<file path="src/rtl/iob_soc_sut_axis_src_pkg.sv">
// Shared definitions for the testbench AXI-Stream source: register indices, STATUS layout,
// FIFO entry width. Optional pattern engine is enabled by IOB_SOC_SUT_AXIS_SRC_PATTERN_EN.
package iob_soc_sut_axis_src_pkg;

  localparam logic [2:0] REG_DATA      = 3'd0;
  localparam logic [2:0] REG_DATA_LAST = 3'd1;
  localparam logic [2:0] REG_STATUS    = 3'd2;
  localparam logic [2:0] REG_COUNT     = 3'd3;
  localparam logic [2:0] REG_PATTERN   = 3'd4;

  localparam int STATUS_EMPTY_BIT = 0;
  localparam int STATUS_FULL_BIT  = 1;
  localparam int STATUS_LEVEL_LSB = 2;
  localparam int STATUS_BUSY_BIT  = 31;

  // Each FIFO entry carries tlast above the data word.
  function automatic int entry_w(input int data_w);
    return data_w + 1;
  endfunction

endpackage

</file>
<file path="src/rtl/iob_soc_sut_axis_src_fifo.sv">
// Synchronous FIFO with a registered read port; pop_data doubles as the AXIS output register.
// Level, full and empty are registered and count stored entries only.
module iob_soc_sut_axis_src_fifo #(
  parameter int W      = 33,
  parameter int ADDR_W = 4
) (
  input  logic              clk,
  input  logic              rst,
  input  logic              push,
  input  logic [W-1:0]      push_data,
  input  logic              pop,
  output logic [W-1:0]      pop_data,
  output logic [ADDR_W:0]   level,
  output logic              full,
  output logic              empty
);

  localparam int DEPTH = 1 << ADDR_W;
  localparam logic [ADDR_W:0] LEVEL_FULL = (ADDR_W + 1)'(DEPTH);

  logic [W-1:0]      mem [DEPTH];
  logic [ADDR_W-1:0] wr_ptr;
  logic [ADDR_W-1:0] rd_ptr;
  logic              do_push;
  logic              do_pop;
  logic [ADDR_W:0]   level_nxt;

  assign do_push = push & ~full;
  assign do_pop  = pop & ~empty;

  always_comb begin
    level_nxt = level;
    if (do_push & ~do_pop)
      level_nxt = level + (ADDR_W + 1)'(1);
    else if (do_pop & ~do_push)
      level_nxt = level - (ADDR_W + 1)'(1);
  end

  always_ff @(posedge clk) begin
    if (do_push)
      mem[wr_ptr] <= push_data;
  end

  always_ff @(posedge clk) begin
    if (rst) begin
      wr_ptr   <= '0;
      rd_ptr   <= '0;
      level    <= '0;
      full     <= 1'b0;
      empty    <= 1'b1;
      pop_data <= '0;
    end else begin
      if (do_push)
        wr_ptr <= wr_ptr + ADDR_W'(1);
      if (do_pop) begin
        rd_ptr   <= rd_ptr + ADDR_W'(1);
        pop_data <= mem[rd_ptr];
      end
      level <= level_nxt;
      full  <= (level_nxt == LEVEL_FULL);
      empty <= (level_nxt == '0);
    end
  end

endmodule

</file>
<file path="src/rtl/iob_soc_sut_axis_src.sv">
// AXI-Stream source driven through an IOb native slave: buffered beats, status and beat counter.
// Define IOB_SOC_SUT_AXIS_SRC_PATTERN_EN to add the counting-pattern engine on register 4.
module iob_soc_sut_axis_src
  import iob_soc_sut_axis_src_pkg::*;
#(
  parameter int DATA_W      = 32,
  parameter int ADDR_W      = 5,
  parameter int FIFO_ADDR_W = 4
) (
  input  logic                clk_i,
  input  logic                rst_i,
  input  logic                iob_avalid_i,
  input  logic [ADDR_W-1:0]   iob_addr_i,
  input  logic [DATA_W-1:0]   iob_wdata_i,
  input  logic [DATA_W/8-1:0] iob_wstrb_i,
  output logic [DATA_W-1:0]   iob_rdata_o,
  output logic                iob_rvalid_o,
  output logic                iob_ready_o,
  output logic [DATA_W-1:0]   axis_tdata_o,
  output logic                axis_tvalid_o,
  output logic                axis_tlast_o,
  input  logic                axis_tready_i
);

  localparam int ENTRY_W = entry_w(DATA_W);

  logic [2:0]           reg_idx;
  logic                 is_write;
  logic                 host_push;
  logic                 accept;
  logic                 rd_accept;
  logic                 fifo_push;
  logic                 fifo_pop;
  logic                 fifo_full;
  logic                 fifo_empty;
  logic [ENTRY_W-1:0]   fifo_wdata;
  logic [ENTRY_W-1:0]   fifo_rdata;
  logic [FIFO_ADDR_W:0] fifo_level;
  logic                 tvalid_q;
  logic [31:0]          beat_cnt;
  logic [31:0]          status;
  logic [DATA_W-1:0]    rd_mux;
  logic                 pat_busy;
  logic                 unused_addr;

  assign reg_idx     = iob_addr_i[4:2];
  assign unused_addr = ^iob_addr_i;
  assign is_write    = |iob_wstrb_i;
  assign host_push   = is_write & ((reg_idx == REG_DATA) | (reg_idx == REG_DATA_LAST));

  // Stall only on registered state so a same-cycle pop never releases a full-FIFO push.
  always_comb begin
    iob_ready_o = 1'b1;
    if (iob_avalid_i & host_push & fifo_full)
      iob_ready_o = 1'b0;
    if (iob_avalid_i & is_write & pat_busy & (host_push | (reg_idx == REG_PATTERN)))
      iob_ready_o = 1'b0;
  end

  assign accept    = iob_avalid_i & iob_ready_o;
  assign rd_accept = accept & ~is_write;

`ifdef IOB_SOC_SUT_AXIS_SRC_PATTERN_EN
  logic [15:0] pat_idx;
  logic [15:0] pat_rem;
  logic [15:0] pat_n;
  logic        pat_load;
  logic        pat_push;

  assign pat_n    = 16'(iob_wdata_i);
  assign pat_load = accept & is_write & (reg_idx == REG_PATTERN) & (pat_n != '0);
  assign pat_push = pat_busy & ~fifo_full;

  always_ff @(posedge clk_i) begin
    if (rst_i) begin
      pat_busy <= 1'b0;
      pat_idx  <= '0;
      pat_rem  <= '0;
    end else if (pat_load) begin
      pat_busy <= 1'b1;
      pat_idx  <= '0;
      pat_rem  <= pat_n;
    end else if (pat_push) begin
      pat_idx <= pat_idx + 16'd1;
      pat_rem <= pat_rem - 16'd1;
      if (pat_rem == 16'd1)
        pat_busy <= 1'b0;
    end
  end

  assign fifo_push  = pat_push | (accept & host_push);
  assign fifo_wdata = pat_busy ? {pat_rem == 16'd1, DATA_W'(pat_idx)}
                               : {reg_idx == REG_DATA_LAST, iob_wdata_i};
`else
  assign pat_busy   = 1'b0;
  assign fifo_push  = accept & host_push;
  assign fifo_wdata = {reg_idx == REG_DATA_LAST, iob_wdata_i};
`endif

  // The FIFO read register is the output stage; refill it whenever it is free or draining.
  assign fifo_pop = ~tvalid_q | axis_tready_i;

  iob_soc_sut_axis_src_fifo #(
    .W      (ENTRY_W),
    .ADDR_W (FIFO_ADDR_W)
  ) u_fifo (
    .clk       (clk_i),
    .rst       (rst_i),
    .push      (fifo_push),
    .push_data (fifo_wdata),
    .pop       (fifo_pop),
    .pop_data  (fifo_rdata),
    .level     (fifo_level),
    .full      (fifo_full),
    .empty     (fifo_empty)
  );

  always_ff @(posedge clk_i) begin
    if (rst_i)
      tvalid_q <= 1'b0;
    else if (fifo_pop & ~fifo_empty)
      tvalid_q <= 1'b1;
    else if (axis_tready_i)
      tvalid_q <= 1'b0;
  end

  assign axis_tvalid_o = tvalid_q;
  assign axis_tdata_o  = fifo_rdata[DATA_W-1:0];
  assign axis_tlast_o  = fifo_rdata[DATA_W];

  // A COUNT write preloads the counter so drivers can exercise wrap-around.
  always_ff @(posedge clk_i) begin
    if (rst_i)
      beat_cnt <= '0;
    else if (accept & is_write & (reg_idx == REG_COUNT))
      beat_cnt <= 32'(iob_wdata_i);
    else if (tvalid_q & axis_tready_i)
      beat_cnt <= beat_cnt + 32'd1;
  end

  always_comb begin
    status                                          = '0;
    status[STATUS_EMPTY_BIT]                        = fifo_empty;
    status[STATUS_FULL_BIT]                         = fifo_full;
    status[STATUS_LEVEL_LSB +: FIFO_ADDR_W + 1]     = fifo_level;
    status[STATUS_BUSY_BIT]                         = pat_busy;
  end

  always_comb begin
    rd_mux = '0;
    case (reg_idx)
      REG_STATUS: rd_mux = status[DATA_W-1:0];
      REG_COUNT:  rd_mux = beat_cnt[DATA_W-1:0];
      default:    rd_mux = '0;
    endcase
  end

  always_ff @(posedge clk_i) begin
    if (rst_i) begin
      iob_rvalid_o <= 1'b0;
      iob_rdata_o  <= '0;
    end else begin
      iob_rvalid_o <= rd_accept;
      if (rd_accept)
        iob_rdata_o <= rd_mux;
    end
  end

endmodule

</file>
<file path="config.mk">
export PLATFORM = sky130hd
export DESIGN_NAME = iob_soc_sut_axis_src
export DESIGN_NICKNAME = d
export VERILOG_FILES = /design/src/rtl/iob_soc_sut_axis_src_pkg.sv /design/src/rtl/iob_soc_sut_axis_src_fifo.sv /design/src/rtl/iob_soc_sut_axis_src.sv
export SDC_FILE = /design/constraint.sdc
export NUM_CORES = 1
export LEC_CHECK = 0
export BUFFER_PORTS_ARGS = -buffer_cell sky130_fd_sc_hd__buf_4
export CAP_MARGIN = 20
export CORE_MARGIN = 10
export CORE_UTILIZATION = 50
export DETAILED_ROUTE_END_ITERATION = 10
export GPL_ROUTABILITY_DRIVEN = 1
export PLACE_DENSITY = 0.75
export RECOVER_POWER = 100
export SLEW_MARGIN = 30
export SYNTH_ARGS = -nofsm -noshare
export SYNTH_HDL_FRONTEND = slang
export SYNTH_HIERARCHICAL = 1
export SYNTH_SLANG_ARGS = --single-unit
</file>
<file path="constraint.sdc">
create_clock -name clk_i -period 5.1 [get_ports clk_i]
set_input_delay 1.02 -clock clk_i [delete_from_list [all_inputs] [get_ports clk_i]]
set_output_delay 1.02 -clock clk_i [all_outputs]
set_load 0.1 [all_outputs]
</file>
**Word-level counts from Yosys, hierarchy flattened**

Memory sizes are Yosys's and may differ from the RTL's. A register that Yosys moved wholly into a read port is not among the register bits.
Index checks and enable logic that the tools add are counted.

- Add/subtract/negate cells: 5
- Eq/ne operators: 4
- Muxes and demuxes: 10
- Bitwise logic cells: 21
- Reductions and logical operators: 5

Operators by type and width:

| kind | number |
|---|---|
| two-way mux 32 bit | 2 |
| case mux 32 bit (2 select lines) | 1 |
| adder 32 x 1 -> 32 bit, second input constant | 1 |
| bitwise AND 1 bit | 13 |
| two-way mux 5 bit | 2 |
| adder 4 x 1 -> 4 bit, second input constant | 2 |
| equality test 3 x 2 -> 1 bit, second input constant | 2 |
| inverter 1 bit | 6 |
| adder 5 x 1 -> 5 bit, second input constant | 1 |
| equality test 5 bit, second input constant | 1 |
| logical NOT 5 bit | 1 |
| two-way mux 1 bit | 5 |
| subtractor 5 x 1 -> 5 bit, second input constant | 1 |
| nonzero test 2 bit | 2 |
| OR reduction 4 bit | 1 |
| equality test 3 x 1 -> 1 bit, second input constant | 1 |
| logical NOT 3 bit | 1 |
| bitwise OR 1 bit | 2 |

- Register bits: 81
- Bits in writable memories: 528
- Input port bits: 45
- Output and inout bits: 68
- Word-level logic and storage cells: 55
- Memories kept: 1

Memory list:

| name | words | bits a word | rd ports | clocked after Yosys merged registers in | wr ports | RTL line | RTL |
|---|---|---|---|---|---|---|---|
| u_fifo.mem | 16 | 33 | 1 | 1 | 1 | iob_soc_sut_axis_src_fifo.sv:21 | `logic [W-1:0] mem [DEPTH];` |

**Logic depth before layout (Yosys ltp)**

- Depth in word-level cells: 14
- Mapped depth: 8
- Depth with buffers taken out: 7

**Hierarchy**

The synthesis kept the hierarchy.

Modules (own cells, without submodules):

| module | instances | cells each | area each (µm²) |
|---|---|---|---|
| iob_soc_sut_axis_src_fifo | 1 | 996 | 21961.1 |
| iob_soc_sut_axis_src | 1 | 338 | 3059.2 |

**Least setup slack after synthesis**

No wires, ideal clock.

- Kind: input to register
- Start: input port iob_wstrb_i[1]
- End: memory u_fifo.mem[3][0], enable pin
- Library setup time: 464 ps
- Arrival time: 4164 ps
- Required time: 4636 ps
- Setup slack: 472 ps
- Stages: 6
- Path through: o41ai_2 -> nor4_1 -> nor2b_1 -> buf_2 -> nand2_1 -> nor3_1

- Cells in the longest elaborated chain, start to end: 10

Ends and longest elaborated chain:

| item | RTL line | RTL |
|---|---|---|
| start, declared | iob_soc_sut_axis_src.sv:15 | `input logic [DATA_W/8-1:0] iob_wstrb_i,` |
| OR reduction 4 bit (*) | iob_soc_sut_axis_src.sv:48 | `assign is_write = \|iob_wstrb_i;` |
| bitwise AND 1 bit (*) | iob_soc_sut_axis_src.sv:49 | `assign host_push = is_write & ((reg_idx == REG_DATA) \| (reg_idx == REG_DATA_LAST));` |
| bitwise AND 1 bit (2 in a row) | iob_soc_sut_axis_src.sv:54 | `if (iob_avalid_i & host_push & fifo_full)` |
| two-way mux 1 bit | iob_soc_sut_axis_src.sv:54 |  |
| bitwise AND 1 bit | iob_soc_sut_axis_src.sv:60 | `assign accept = iob_avalid_i & iob_ready_o;` |
| bitwise AND 1 bit (*) | iob_soc_sut_axis_src.sv:96 | `assign fifo_push = accept & host_push;` |
| named net fifo_push | iob_soc_sut_axis_src.sv:32 | `logic fifo_push;` |
| bitwise AND 1 bit (*) | iob_soc_sut_axis_src_fifo.sv:28 | `assign do_push = push & ~full;` |
| two-way mux 1 bit (*) | iob_soc_sut_axis_src_fifo.sv:40 | `if (do_push)` |
| two-way mux 1 bit (implied by the code) (*) | iob_soc_sut_axis_src_fifo.sv:41 | `mem[wr_ptr] <= push_data;` |
| end, declared | iob_soc_sut_axis_src_fifo.sv:21 |  |

Mark *: on every way through the listed nets, which the timed path passes. The rest lies on a longest branch.

**Final worst setup path**

- Start: input port iob_avalid_i
- End: memory u_fifo.mem[11][15], enable pin

- Cells in the longest elaborated chain, start to end: 8

Ends and longest elaborated chain:

| item | RTL line | RTL |
|---|---|---|
| start, declared | iob_soc_sut_axis_src.sv:12 | `input logic iob_avalid_i,` |
| bitwise AND 1 bit (2 in a row) | iob_soc_sut_axis_src.sv:54 |  |
| two-way mux 1 bit | iob_soc_sut_axis_src.sv:54 |  |
| bitwise AND 1 bit (*) | iob_soc_sut_axis_src.sv:60 |  |
| bitwise AND 1 bit (*) | iob_soc_sut_axis_src.sv:96 |  |
| named net fifo_push | iob_soc_sut_axis_src.sv:32 |  |
| bitwise AND 1 bit (*) | iob_soc_sut_axis_src_fifo.sv:28 |  |
| two-way mux 1 bit (*) | iob_soc_sut_axis_src_fifo.sv:40 |  |
| two-way mux 1 bit (implied by the code) (*) | iob_soc_sut_axis_src_fifo.sv:41 |  |

Marked as above.

==> metrics.md <==
| Metric | Value |
|---|---|
| Area contributors post-synth | edfxtp_1 (63%), dfxtp_1 (9.1%), mux4_2 (8.7%) |
| Power density cells | around 450 mW/mm² |
| Critical path required time | roughly 5.3 ns |
| Initial antenna violation count | 2 |
| Critical Path Sink Type | flip-flop |
| Port bufs | 110 |
| GRT Util Overall | 18.4% |
| CTS root buffer | clkbuf_16 |
| Core area | 0.0493 mm² |
| Status | finished, violations left |
| Syn Std Cell Area | ~0.025 mm² |
| Largest net degree at the start of global routing | 63 |
| Reg clk slew, reported paths | roughly 0.06 ns |
| DIE AREA | 0.0594 mm² |
| Worst Tran Pin Value | roughly 2.7 ns |
| Clk Latency, worst-skew pair | just over 0.6 ns |
| First-pass GRT wire length | 83700 µm |
| Leak | just under 0.009 µW |
| First-iteration detailed-routing DRC count | between 1000 and 1500 |
| R2R setup slack | 1.53 ns |
| Post-synth EDFFs | 528 |
| Cts bufs inserted | 60 |
| Ant diodes | 0 |
| Largest area contributor in the netlist | edfxtp_1 |
| Failing checks | max-capacitance violations, max-slew violations |
| CTS tree | yes |
| Final net count | around 1500 |
| Mapped Nets | 1387 |
| Post-Synthesis Cells | 1334 |
| Slowest CP cell | nor2_1 |
| Layout cell share with drive strength beyond 1 | ~18% |
| Post-CTS setup buffers | 0 |
| # rows | 81 |
| CTS max path bufs | 3 |
| Reg2reg end | u_fifo/mem[11][15] |
| Vias in the first global route | 13540 |
| Post-CTS Hold Fix Bufs | 0 |
| TNS Setup | 0 ns |
| DR vias/cell | ~6 |
| Most common cell after layout, fill and taps aside | edfxtp_1 |
| Setup crit start kind | primary input |
| Die width | approximately 240 µm |
| Final Setup Violations | 0 |
| Top FF cell, synth | edfxtp_1 |
| Area Growth Syn to Fin | 12.6% |
| Initial Utilization | 50.8% |
| Htree depth | 2 |
| Crit path cell chain | clkbuf_1 > o41ai_4 > nor4_1 > nor2b_1 > clkbuf_1 > nand2_1 > nor2_1 > clkbuf_1 |
| TritonRoute pass-1 iters | 5 |
| Peak supply drop | about 310 µV |
| Post-CTS Resized | 0 |
| Synth async-reset ratio | 0% |
| Setup crit end | u_fifo/mem[11][15] |
| Netlist cell types | between 60 and 70 |
| Register area share after synthesis | between 70 and 80% |
| Via count | ~13000 |
| Final wirelength | approximately 55000 µm |
| # IOs | about 110 |
| Part of the cycle the worst path needs | roughly four fifths |
| Die Span Y | 244 µm |
| Min Hold Slack | around 0.48 ns |
| Detailed Place HPWL | 32800 µm |
| Fmax achieved | 0.247 GHz |
| Drt drc | 0 |
| Top cell by count, worst path | clkbuf_1 |
| Normalized max-slew margin | -82.4% |
| Gpl congestion | between 0.8 and 0.9 |
| Fill cells | 3753 |
| Final Hold Fails | 0 |
| Grt total ovfl | 0 |
| Setup CP Type | in2reg |
| Max incr delay on CP | 1.08 ns |
| Skew final | 0.00983 ns |
| Fin. max-slew vios | between 100 and 150 |
| #FFs+latches synth | 642 |
| Post-route minimum period | 4.04 ns |
| Hold Path Class | reg2reg |
| Post-route ant nets | 0 |
| Worst r2r path cells | 6 |
| Synth top area share | 63.4% |
| RSZ-0062 raised after global routing | false |
| CP arrival | ~4.3 ns |
| Most frequent cells in the layout | edfxtp_1 (528), clkbuf_1 (126), dfxtp_1 (111), mux4_2 (97), nor2_1 (66) |
| Yosys warnings | 6 |
| CP startpoint | iob_avalid_i |
| Worst R2R Start | u_fifo/full |
| Avg Cell Area, Syn | between 15 and 20 µm² |
| Max-cap check violation count | 7 |
| Post-DR wirelength/cell | between 20 and 30 µm |
| Critical-path maximum fanout | 11 |
| CTS Sinks | between 600 and 700 |
-- final cells by class --
type                       count  area [µm²]  share of cell area [%]
sequential                   642       18100                    64.4
multi-input combinational    606        6460                    22.9
clock buffer                  75        1590                    5.64
tap                          664         831                    2.95
timing repair buffer         149         805                    2.86
clock inverter                39         297                    1.05
inverter                      11        41.3                   0.147
-- sequential cells by signal (all words and copies together), names as in the netlist --
register,flops
iob_rvalid_o,1
u_fifo/mem,528
u_fifo/wr_ptr,4
axis_tvalid_o,1
u_fifo/full,1
u_fifo/level,5
beat_cnt,32
u_fifo/rd_ptr,4
u_fifo/empty,1
u_fifo/pop_data,33
iob_rdata_o,32
-- critical path, delay by kind of cell --
family,cells,cell delay [ns]
and+or+nand+nor,4,1.81
AOI/OAI and AO/OA,1,0.23
buffers and inverters,3,1.22
-- synth_stat cells (6+ instances only) --
master / instances
ha_1: 8
a211oi_1: 26
edfxtp_1: 528
nor3_1: 13
o21ai_1: 32
nand3_1: 11
o21ai_0: 11
inv_1: 11
mux2i_1: 49
nand4_1: 8
buf_4: 8
mux4_2: 97
clkbuf_1: 31
mux4_1: 33
buf_2: 23
and4_1: 9
nand2b_1: 6
a22o_1: 25
a22oi_1: 24
a22oi_2: 9
a311oi_1: 9
mux2_2: 32
and2_1: 6
a21oi_1: 11
nor2_1: 69
nor4_1: 19
dfxtp_1: 114
and3_1: 8
xnor2_1: 12
xor2_1: 6
nand2_1: 27
-- worst min-delay path by stage --
stage,startpoint,endpoint,slack (ns),cells after the start
2_1_floorplan,u_fifo/empty,axis_tvalid_o,0.44,1
3_3_place_gp,iob_rdata_o[17],iob_rdata_o[17],0.47,1
3_5_place_dp,iob_rdata_o[7],iob_rdata_o[7],0.47,1
4_1_cts,iob_rdata_o[7],iob_rdata_o[7],0.49,1
5_1_grt,iob_rdata_o[9],iob_rdata_o[9],0.50,1
6_report,iob_rdata_o[28],iob_rdata_o[28],0.48,1
-- stage by stage --
step / util [%] / setup WS, ns / area (µm²) / std cells / power, µW
6_report: 57.2 / 1.06 / 28200 / 2186 / 12700
3_3_place_gp: 54.5 / 1.43 / 26800 / 2072 / 8690
4_1_cts: 58.3 / 1.73 / 28700 / 2186 / 13000
5_1_grt: 57.2 / 0.853 / 28200 / 2186 / 13200
3_5_place_dp: 54.5 / 1.65 / 26800 / 2072 / 8730
2_1_floorplan: - / 0.472 / 25000 / 1334 / 8150
-- report_power, final --
| part | leakage, µW | switching (µW) | internal [µW] |
|---|---|---|---|
| logic | 0.00214 | 1450 | 933 |
| registers | 0.00568 | 287 | 5820 |
| clock network | 0.000916 | 1890 | 2370 |
-- per-layer routing --
metal | part of all wire (%) | track usage (%) | vias up
li1 | - | - | 5764
met3 | 7.0 | 3.79 | 95
met2 | 48 | 29.1 | 522
met5 | 0 | 0 | -
met4 | 2.6 | 5.72 | 0
met1 | 43 | 25.3 | 6777
-- kinds of logic after synthesis --
group           share of synthesized area (%)
mux                                      15.6
simple gates                             4.17
compound gates                           4.95
fa+ha+maj                               0.400
buf+inv                                  1.77
flops                                    72.5
xor+xnor                                0.630
No activity file was read; power rests on OpenSTA's default activity.
